## src/rtl/seq_cap_defs.vh

```
// Shared default constants for the Fibonacci sample capture FIFO.
// Guarded so that several files may include it in one compilation.
`ifndef SEQ_CAP_DEFS_VH
`define SEQ_CAP_DEFS_VH

// Sample width; must match the generator output width.
`define SEQ_CAP_DATA_W 16
// FIFO depth in entries; power of two, at least 2.
`define SEQ_CAP_DEPTH  16
// Width of the saturating drop counter.
`define SEQ_CAP_DROP_W 8
// First term emitted by the upstream generator.
`define SEQ_CAP_START  16'd1

`endif

```

## src/rtl/seq_capture_fifo_pkg.sv

```systemverilog
// Shared types, default parameters and helpers for seq_capture_fifo.
package seq_capture_fifo_pkg;

`include "seq_cap_defs.vh"

    localparam int SEQ_DATA_W = `SEQ_CAP_DATA_W;
    localparam int SEQ_DEPTH  = `SEQ_CAP_DEPTH;
    localparam int SEQ_DROP_W = `SEQ_CAP_DROP_W;

    // How many presented samples the sequence checker currently holds.
    typedef enum logic [1:0] {
        HIST_NONE = 2'd0,
        HIST_ONE  = 2'd1,
        HIST_TWO  = 2'd2
    } hist_state_e;

    // Occupancy counter width: must represent 0..depth inclusive.
    function automatic int cnt_width(input int depth);
        return $clog2(depth) + 1;
    endfunction

endpackage

```

## src/rtl/seq_cap_ram.sv

```systemverilog
// Sample storage: DEPTH x DATA_W, one synchronous write port and one
// combinational read port so the FIFO head is available without a read cycle.
// Contents are intentionally not reset.
module seq_cap_ram
    import seq_capture_fifo_pkg::*;
#(
    parameter int DATA_W = SEQ_DATA_W,
    parameter int DEPTH  = SEQ_DEPTH,
    parameter int ADDR_W = $clog2(DEPTH)
) (
    input  logic              clk,
    input  logic              we,
    input  logic [ADDR_W-1:0] waddr,
    input  logic [DATA_W-1:0] wdata,
    input  logic [ADDR_W-1:0] raddr,
    output logic [DATA_W-1:0] rdata
);

    logic [DATA_W-1:0] mem [DEPTH];

    // Write the accepted sample into its slot.
    always_ff @(posedge clk) begin
        if (we) begin
            mem[waddr] <= wdata;
        end
    end

    assign rdata = mem[raddr];

endmodule

```

## src/rtl/seq_capture_fifo.sv

```systemverilog
// seq_capture_fifo: captures Fibonacci generator samples into a FIFO with a
// first-word fall-through valid/ready read port, flags 16-bit wrap of the
// sequence and counts samples dropped while full.
// Optional feature: define SEQ_CAP_CHECK_EN to build the in-line sequence
// checker driving seq_err; otherwise seq_err is tied low.
module seq_capture_fifo
    import seq_capture_fifo_pkg::*;
#(
    parameter int DATA_W = SEQ_DATA_W,
    parameter int DEPTH  = SEQ_DEPTH,
    parameter int DROP_W = SEQ_DROP_W
) (
    input  logic                     clk,
    input  logic                     rst,
    input  logic                     clr,
    input  logic                     cap_en,
    input  logic [DATA_W-1:0]        in_data,
    input  logic                     rd_ready,
    output logic                     rd_valid,
    output logic [DATA_W-1:0]        rd_data,
    output logic [$clog2(DEPTH):0]   count,
    output logic                     full,
    output logic                     wrap_seen,
    output logic [DROP_W-1:0]        drop_cnt,
    output logic                     seq_err
);

    localparam int PTR_W = $clog2(DEPTH);
    localparam int CNT_W = cnt_width(DEPTH);

    logic [PTR_W-1:0]  wr_ptr_reg, wr_ptr_next;
    logic [PTR_W-1:0]  rd_ptr_reg, rd_ptr_next;
    logic [CNT_W-1:0]  count_reg, count_next;
    logic              wrap_reg, wrap_next;
    logic [DATA_W-1:0] last_reg, last_next;
    logic              last_valid_reg, last_valid_next;
    logic [DROP_W-1:0] drop_reg, drop_next;

    logic is_full;
    logic is_empty;
    logic pop;
    logic push;
    logic drop;
    logic wr_en;

    // Full/empty come from the occupancy count; pointers alone are ambiguous.
    assign is_full  = (count_reg == CNT_W'(DEPTH));
    assign is_empty = (count_reg == '0);

    // A pop frees a slot in the same cycle, so a full FIFO may still accept.
    assign pop   = ~is_empty & rd_ready;
    assign push  = cap_en & (~is_full | pop);
    assign drop  = cap_en & is_full & ~pop;
    assign wr_en = push & ~clr;

    seq_cap_ram #(
        .DATA_W (DATA_W),
        .DEPTH  (DEPTH),
        .ADDR_W (PTR_W)
    ) u_ram (
        .clk   (clk),
        .we    (wr_en),
        .waddr (wr_ptr_reg),
        .wdata (in_data),
        .raddr (rd_ptr_reg),
        .rdata (rd_data)
    );

    // Next-state for pointers, occupancy, wrap flag and drop counter; clr wins.
    always_comb begin
        wr_ptr_next     = wr_ptr_reg;
        rd_ptr_next     = rd_ptr_reg;
        count_next      = count_reg;
        wrap_next       = wrap_reg;
        last_next       = last_reg;
        last_valid_next = last_valid_reg;
        drop_next       = drop_reg;
        if (clr) begin
            wr_ptr_next     = '0;
            rd_ptr_next     = '0;
            count_next      = '0;
            wrap_next       = 1'b0;
            last_next       = '0;
            last_valid_next = 1'b0;
            drop_next       = '0;
        end else begin
            if (push) begin
                wr_ptr_next     = wr_ptr_reg + PTR_W'(1);
                last_next       = in_data;
                last_valid_next = 1'b1;
                if (last_valid_reg && (in_data < last_reg)) begin
                    wrap_next = 1'b1;
                end
            end
            if (pop) begin
                rd_ptr_next = rd_ptr_reg + PTR_W'(1);
            end
            if (push && !pop) begin
                count_next = count_reg + CNT_W'(1);
            end else if (pop && !push) begin
                count_next = count_reg - CNT_W'(1);
            end
            if (drop && (drop_reg != {DROP_W{1'b1}})) begin
                drop_next = drop_reg + DROP_W'(1);
            end
        end
    end

    // Capture state registers.
    always_ff @(posedge clk or posedge rst) begin
        if (rst) begin
            wr_ptr_reg     <= '0;
            rd_ptr_reg     <= '0;
            count_reg      <= '0;
            wrap_reg       <= 1'b0;
            last_reg       <= '0;
            last_valid_reg <= 1'b0;
            drop_reg       <= '0;
        end else begin
            wr_ptr_reg     <= wr_ptr_next;
            rd_ptr_reg     <= rd_ptr_next;
            count_reg      <= count_next;
            wrap_reg       <= wrap_next;
            last_reg       <= last_next;
            last_valid_reg <= last_valid_next;
            drop_reg       <= drop_next;
        end
    end

`ifdef SEQ_CAP_CHECK_EN
    // p1 is the most recent presented sample, p2 the one before it.
    hist_state_e       hist_reg, hist_next;
    logic [DATA_W-1:0] p1_reg, p1_next;
    logic [DATA_W-1:0] p2_reg, p2_next;
    logic              err_reg, err_next;

    // Checker history: every sample presented with cap_en counts, even drops.
    always_comb begin
        hist_next = hist_reg;
        p1_next   = p1_reg;
        p2_next   = p2_reg;
        err_next  = err_reg;
        if (clr) begin
            hist_next = HIST_NONE;
            p1_next   = '0;
            p2_next   = '0;
            err_next  = 1'b0;
        end else if (cap_en) begin
            if ((hist_reg == HIST_TWO) && (in_data != (p1_reg + p2_reg))) begin
                err_next = 1'b1;
            end
            p2_next = p1_reg;
            p1_next = in_data;
            case (hist_reg)
                HIST_NONE: hist_next = HIST_ONE;
                HIST_ONE:  hist_next = HIST_TWO;
                default:   hist_next = HIST_TWO;
            endcase
        end
    end

    // Checker state registers.
    always_ff @(posedge clk or posedge rst) begin
        if (rst) begin
            hist_reg <= HIST_NONE;
            p1_reg   <= '0;
            p2_reg   <= '0;
            err_reg  <= 1'b0;
        end else begin
            hist_reg <= hist_next;
            p1_reg   <= p1_next;
            p2_reg   <= p2_next;
            err_reg  <= err_next;
        end
    end

    assign seq_err = err_reg;
`else
    assign seq_err = 1'b0;
`endif

    assign rd_valid  = ~is_empty;
    assign count     = count_reg;
    assign full      = is_full;
    assign wrap_seen = wrap_reg;
    assign drop_cnt  = drop_reg;

endmodule

```

## config.mk

```make
export PLATFORM = sky130hd
export DESIGN_NAME = seq_capture_fifo
export DESIGN_NICKNAME = d
export VERILOG_FILES = /design/src/rtl/seq_capture_fifo_pkg.sv /design/src/rtl/seq_cap_ram.sv /design/src/rtl/seq_capture_fifo.sv
export VERILOG_INCLUDE_DIRS = /design/src /design/src/rtl
export SDC_FILE = /design/constraint.sdc
export NUM_CORES = 1
export LEC_CHECK = 0
export CAP_MARGIN = 20
export CORE_ASPECT_RATIO = 1.1
export CORE_MARGIN = 2
export CORE_UTILIZATION = 60
export CTS_BUF_LIST = sky130_fd_sc_hd__clkbuf_4 sky130_fd_sc_hd__clkbuf_8
export DETAILED_ROUTE_END_ITERATION = 10
export GPL_TIMING_DRIVEN = 0
export PLACE_DENSITY_LB_ADDON = 0.25
export SLEW_MARGIN = 30
export SYNTH_ARGS = -nofsm -noshare
export SYNTH_HDL_FRONTEND = slang
export SYNTH_HIERARCHICAL = 1
export SYNTH_SLANG_ARGS = --single-unit
```

## constraint.sdc

```tcl
create_clock -name clk -period 5.2 [get_ports clk]
set_clock_uncertainty 0.05 [all_clocks]
set_input_delay 0.78 -clock clk [delete_from_list [all_inputs] [get_ports clk]]
set_output_delay 0.78 -clock clk [all_outputs]
set_load 0.05 [all_outputs]
```

==> results.sh, run 1 <==
export IMPL_synth_simple_gate_area_share_pct=5.452
export IMPL_syn_area_mm2=0.01212
export IMPL_post_dp_cell_area_mm2=0.01319
export IMPL_floorplan_rows=54
export IMPL_post_synth_xor_area_fraction_pct=0.6505
export IMPL_grt_start_max_net_pins=29
export IMPL_synth_edff_count=256
export IMPL_antenna_cells=0
export IMPL_syn2layout_area_growth_pct=16.17
export IMPL_rsz_0062_raised_after_global_routing="no"
export IMPL_core_region_area_mm2=0.01980
export IMPL_synth_flop_cell="edfxtp_1"
export IMPL_postSynthRegisterBits=295
export IMPL_post_synth_top_area_cell="edfxtp_1"
export IMPL_length_in_cells_of_the_worst_reg_to_reg_path=9
export IMPL_fin_area_mm2=0.01408
export IMPL_run_status="finished, final reports clean"
export IMPL_routed_via_density=6.303
export IMPL_layout_nets=840
export IMPL_layout_core_utilization_pct=71.11
export IMPL_worstPathRequired_ns=4.37
export IMPL_synthesis_nets=726
export IMPL_place_port_buffers=51
export IMPL_tritoncts_buffers=45
export IMPL_timing_worst_setup_path_type="reg -> out"
export IMPL_globalRoute_totalOverflow=0
export IMPL_first_global_vias=6988
export IMPL_peakVddDrop_uv=334.3
export IMPL_synth_compound_gate_area_share_pct=4.977
export IMPL_slew_viol_final=0
export IMPL_placement_setup_worst_slack_ns=1.082
export IMPL_postSynth_asyncResetShare_pct=13.22
export IMPL_synth_largest_type_area_fraction_pct=63.44
export IMPL_timing_critical_path_to_type="output port"
export IMPL_grt_antenna_before_repair=0
export IMPL_fin_crit_sh_pct=81.79
export IMPL_max_freq_ghz=0.2351
export IMPL_worst_path_max_fanout=10
export IMPL_post_synth_inst_count=682
export IMPL_dieWidth_um=139.5
export IMPL_power_density_mw_per_mm2=426.4
export IMPL_maxcap_violations=0
export IMPL_route_detailed_wl_per_inst_um=23.57
export IMPL_netlist_top_cells_area="edfxtp_1 63%, mux4_2 10%, dfrtp_1 8.1%"
export IMPL_cts_root_to_sink_buffers=3
export IMPL_ant_nets=0
export IMPL_final_setup_worst_slack_ns=0.9469
export IMPL_critical_path_reg2reg_endpoint="count[4]"
export IMPL_post_dp_hpwl_mm=17.03
export IMPL_gr_usage_all_layers_pct=24.26
export IMPL_worstPathArrival_ns=3.42
export IMPL_final_hold_viol_count=0
export IMPL_synthMuxAreaShare_pct=12.74
export IMPL_htree_num_levels=2
export IMPL_clock_sinks=295
export IMPL_drt_iter0_markers=601
export IMPL_count_of_cells_resized_by_post_cts_repair=0
export IMPL_fp_dieArea_mm2=0.02135
export IMPL_clock_root_buffer="clkbuf_8"
export IMPL_finalCriticalPeriod_ns=4.253
export IMPL_power_leakage_uw=0.004743
export IMPL_clock_tree_from_tritoncts="built"
export IMPL_largest_family_of_logic_cells_by_synthesized_area="multiplexers"
export IMPL_via_count=6807
export IMPL_globalplace_congestion=0.7971
export IMPL_synth_adder_area_share_pct=2.437
export IMPL_initial_utilization_pct=61.21
export IMPL_clkSlewWorstSetupHoldPaths_ns=0.06
export IMPL_synthMostInstantiatedCell="edfxtp_1"
export IMPL_drt_pre_antenna_iters=5
export IMPL_synth_cell_type_count=52
export IMPL_setup_viol=0
export IMPL_grt_pass1_wl_mm=39.28
export IMPL_cts_hold_repair_buffers=0
export IMPL_post_cts_setup_buffer_count=0
export IMPL_ioPinCount=54
export IMPL_synthesis_yosys_warnings=6
export IMPL_drt_drc_violations_left=0
export IMPL_post_synth_most_frequent_cells="256 x edfxtp_1, 59 x nand2_1, 54 x mux4_2"
export IMPL_hold_class="in -> async"
export IMPL_wirelength_mm=25.46
export IMPL_ff2ff_setup_slack_ns=1.75
export IMPL_fraction_of_final_layout_cells_sized_beyond_drive_strength_1_pct=21.98
export IMPL_syn_area_per_cell_um2=17.77
export IMPL_synth_seq_area_share_pct=71.49
export IMPL_tightest_slew_ns=0.7985
export IMPL_timing_slew_headroom_pct=46.77
export IMPL_clkLatencyLatePin_ns=0.54
export IMPL_cp_start_kind="register"
export IMPL_largest_reg_flops=256
export IMPL_reg2reg_from="count[0]"
export IMPL_die_height_um=153.1
## power breakdown
group	leakage, uW	internal, uW	switching (uW)	total, uW
Clock	0.000469	1040	833	1880
Combinational	0.00144	622	819	1440
Sequential	0.00283	2630	54.7	2690
Total	0.00474	4290	1710	6000
## layout by cell type (no fill, tap or decap), types with 10 or more instances in the layout
master	count
inv_1	18
clkbuf_4	15
nand3_1	12
clkinv_1	11
mux4_1	10
a21oi_1	33
buf_4	12
clkbuf_1	15
ha_1	22
clkdlybuf4s50_1	51
a22oi_1	32
nor2_1	17
nand2_1	59
edfxtp_1	256
mux4_2	54
dfrtp_1	39
buf_6	11
clkbuf_8	47
## metal layers
layer | routed length, um | GRT usage [%]
met1 | 10090 | 32.88
met2 | 12970 | 40.92
met3 | 1744 | 3.477
met4 | 655 | 8.754
met5 | 0 | 0
## final cells by class
cell class | count | area, um2
clock buffer | 62 | 759.5
buffer | 34 | 197.7
multi-input combinational | 334 | 3261
tap | 252 | 315.3
timing repair buffer | 67 | 684.4
fill | 1217 | 5719
sequential | 295 | 8663
clock inverter | 17 | 125.1
inverter | 19 | 71.32
## logic make-up after synthesis
kind of cell | after synthesis
AOI/OAI and AO/OA | 92
xor gates and xnor gates | 9
adders and majority gates | 23
buffers and inverters | 53
DFF | 295
muxes | 70
other | 1
and+or+nand+nor | 139
## worst max path at each step
stage | from | to | slack (ns) | depth (start not counted)
floorplan | cap_en | u_ram/mem[0][0] | 1.46 | 7
global placement | clr | u_ram/mem[0][9] | -0.26 | 6
detailed placement | clr | u_ram/mem[0][6] | 1.08 | 8
CTS | rd_ptr_reg[1] | rd_data[5] | 0.93 | 6
global route | rd_ptr_reg[1] | rd_data[5] | 0.82 | 6
finish | rd_ptr_reg[1] | rd_data[5] | 0.95 | 6
## per-stage QoR
stage               setup TNS [ns]  power [uW]  std cells  hold WS (ns)
finish                           0        6002       1080        0.4632
global route                     0        6225       1080        0.4975
CTS                              0        6045       1080        0.4485
detailed placement               0        4179       1001        0.4654
global placement            -4.061        4128        985        0.4421
floorplan                        0        3756        682        0.4161
## worst max-delay path, cell delays in order (launching register included)
cell	delay, ns
dfrtp_1	0.38
buf_2	0.26
buf_1	0.61
mux4_2	0.42
a22oi_1	0.32
nand2_1	0.16
clkdlybuf4s50_1	0.73
No activity file was read; power rests on OpenSTA's default activity.
==> run 2, diff against run 1 <==
--- a/config.mk
+++ b/config.mk
@@ -9,7 +9,7 @@
 export CAP_MARGIN = 20
 export CORE_ASPECT_RATIO = 1.1
 export CORE_MARGIN = 2
-export CORE_UTILIZATION = 60
+export CORE_UTILIZATION = 57
 export CTS_BUF_LIST = sky130_fd_sc_hd__clkbuf_4 sky130_fd_sc_hd__clkbuf_8
 export DETAILED_ROUTE_END_ITERATION = 10
 export GPL_TIMING_DRIVEN = 0
==> constraint.sdc (replaced) <==
create_clock -name clk -period 3.9 [get_ports clk]
set_clock_uncertainty 0.05 [all_clocks]
set_input_delay 0.585 -clock clk [delete_from_list [all_inputs] [get_ports clk]]
set_output_delay 0.585 -clock clk [all_outputs]
set_load 0.05 [all_outputs]
==> run 2 against run 1 <==
Compared with the run above: worst setup slack worse by 0.79 ns; largest power group unchanged; largest cell class unchanged; sequential power increased by 33%; register-to-register slack got worse by 1.2 ns; hold slack worse by 0.21 ns; final area about the same.
==> results.sh, run 2 (synthesized netlist as in run 1, its figures left out) <==
export IMPL_worstPathRequired_ns=3.26
export IMPL_post_dp_cell_area_mm2=0.01325
export IMPL_dpl_cell_count=1036
export IMPL_dieWidth_um=143.0
export IMPL_mostFrequentLayoutCells="256 x edfxtp_1, 59 x nand2_1, 54 x mux4_2, 50 x clkdlybuf4s50_1, 45 x clkbuf_8"
export IMPL_fp_dieArea_mm2=0.02244
export IMPL_floorplan_rows=55
export IMPL_netSwitchingPower_uw=2254
export IMPL_largest_reg_flops=256
export IMPL_run_status="finished, final reports clean"
export IMPL_ff2ff_setup_slack_ns=0.51
export IMPL_clock_root_buffer="clkbuf_8"
export IMPL_grt_pass1_wl_mm=38.87
export IMPL_drt_pre_antenna_iters=5
export IMPL_hold_class="in -> async"
export IMPL_post_cts_setup_buffer_count=0
export IMPL_critical_path_reg2reg_endpoint="count[4]"
export IMPL_routed_via_density=6.077
export IMPL_final_common_cell="edfxtp_1"
export IMPL_tightest_slew_ns=0.7644
export IMPL_timing_worst_setup_path_type="reg -> out"
export IMPL_clkSlewWorstSetupHoldPaths_ns=0.06
export IMPL_reg2reg_from="count[0]"
export IMPL_place_port_buffers=51
export IMPL_route_detailed_wl_per_inst_um=22.46
export IMPL_power_switching_share_pct=28.77
export IMPL_layoutNonFillerInstCount=1109
export IMPL_length_in_cells_of_the_worst_reg_to_reg_path=9
export IMPL_sequentialPowerShare_pct=45.7
export IMPL_clock_tree_from_tritoncts="built"
export IMPL_internal_power_uw=5582
export IMPL_htree_num_levels=2
export IMPL_core_region_area_mm2=0.02071
export IMPL_timing_critical_path_to_type="output port"
export IMPL_clock_power_share_pct=29.8
export IMPL_layout_nets=841
export IMPL_via_count=6739
export IMPL_worstPathArrival_ns=3.11
export IMPL_rsz_0062_raised_after_global_routing="no"
export IMPL_first_global_vias=7020
export IMPL_ant_nets=0
export IMPL_multi_input_area_mm2=0.003251
export IMPL_clock_sinks=295
export IMPL_grt_start_max_net_pins=30
export IMPL_tritoncts_buffers=44
export IMPL_ff_latch_area_mm2=0.008663
export IMPL_setup_viol=0
export IMPL_gr_usage_all_layers_pct=23.29
export IMPL_ioPinCount=54
export IMPL_max_freq_ghz=0.2672
export IMPL_drt_drc_violations_left=0
export IMPL_clkLatencyLatePin_ns=0.54
export IMPL_worst_path_max_fanout=10
export IMPL_cp_start_kind="register"
export IMPL_globalplace_congestion=0.8180
export IMPL_filler_cell_count_in_the_final_layout=1362
export IMPL_cts_hold_repair_buffers=0
export IMPL_antenna_cells=0
export IMPL_syn2layout_area_growth_pct=16.08
export IMPL_power_combinational_fraction_pct=24.5
export IMPL_die_height_um=156.9
export IMPL_slew_viol_final=0
export IMPL_power_uw=7836
export IMPL_timing_slew_headroom_pct=48.88
export IMPL_final_hold_viol_count=0
export IMPL_fin_area_mm2=0.01407
export IMPL_grt_antenna_before_repair=0
export IMPL_post_dp_hpwl_mm=16.90
export IMPL_globalRoute_totalOverflow=0
export IMPL_fraction_of_final_layout_cells_sized_beyond_drive_strength_1_pct=22.69
export IMPL_finalCriticalPeriod_ns=3.742
export IMPL_power_density_mw_per_mm2=557.1
export IMPL_peakVddDrop_uv=287.5
export IMPL_maxcap_violations=0
export IMPL_setup_total_negative_slack_ns=0
export IMPL_drt_iter0_markers=656
export IMPL_power_leakage_uw=0.004744
export IMPL_initial_utilization_pct=58.50
export IMPL_cts_root_to_sink_buffers=3
export IMPL_fin_crit_sh_pct=95.96
export IMPL_wirelength_mm=24.91
## run 2: cell types whose count changed in the layout (fill, tap and decap cells not counted), moves of 2 or more
cell and change:
clkbuf_1 -5, buf_2 +3, clkbuf_2 +5, clkbuf_8 -2, buf_1 -3, clkbuf_4 -3
nor2_4 -2, buf_6 +2, nor2_2 +2, clkinvlp_4 +2
## run 2: what timing repair did
item | 4_1_cts | 5_1_grt
hold endpoints to repair | 0 | 0
resized for setup | 4 | 9
endpoints found under the setup margin | 11 | 11
## run 2: critical path: stages (launching register included)
cell and delay (ns):
dfrtp_1 0.44, buf_6 0.21, buf_4 0.27, mux4_2 0.54, a22oi_1 0.27, nand2_1 0.12, clkdlybuf4s50_1 0.71
## run 2: final cells by class
class	count	share of cell area, %
clock inverters	16	0.6938
clock buffers	57	5.044
well taps	285	2.535
multi-input cells	334	23.11
repair buffers	69	5.044
inverters	19	0.5070
flip-flops and latches	295	61.59
plain buffers	34	1.477
## run 2: per-layer routing
layer | global-route usage, % | share of wire (%)
met4 | 7.072 | 2.0
met2 | 39.49 | 52
met3 | 4.168 | 6.8
met5 | 0 | 0
met1 | 31.27 | 40
## run 2: per-stage QoR
step	hold WS, ns	setup slack, ns	utilization [%]
2_1_floorplan	0.4161	0.1693	-
3_3_place_gp	0.4434	-1.295	62.69
3_5_place_dp	0.4695	-0.01207	63.95
4_1_cts	0.2322	0.03465	67.87
5_1_grt	0.2480	0.02048	67.91
6_report	0.2504	0.1577	67.91
## run 2: worst max-delay path by stage
stage | from | end | slack [ns]
after floorplan | count[0] | u_ram/mem[0][0] | 0.17
after global placement | clr | u_ram/mem[0][6] | -1.29
after detailed placement | clr | u_ram/mem[0][6] | -0.01
after CTS | rd_ptr_reg[2] | rd_data[7] | 0.03
after global routing | rd_ptr_reg[0] | rd_data[3] | 0.02
final | rd_ptr_reg[0] | rd_data[3] | 0.16
## run 2: power groups by stage
stage	Combinational, uW	Clock (uW)	Sequential, uW
6_report	1920	2330	3580
5_1_grt	2050	2510	3590
4_1_cts	1940	2380	3580
3_5_place_dp	1930	0	3650
3_3_place_gp	1870	0	3640
2_1_floorplan	1300	0	3700
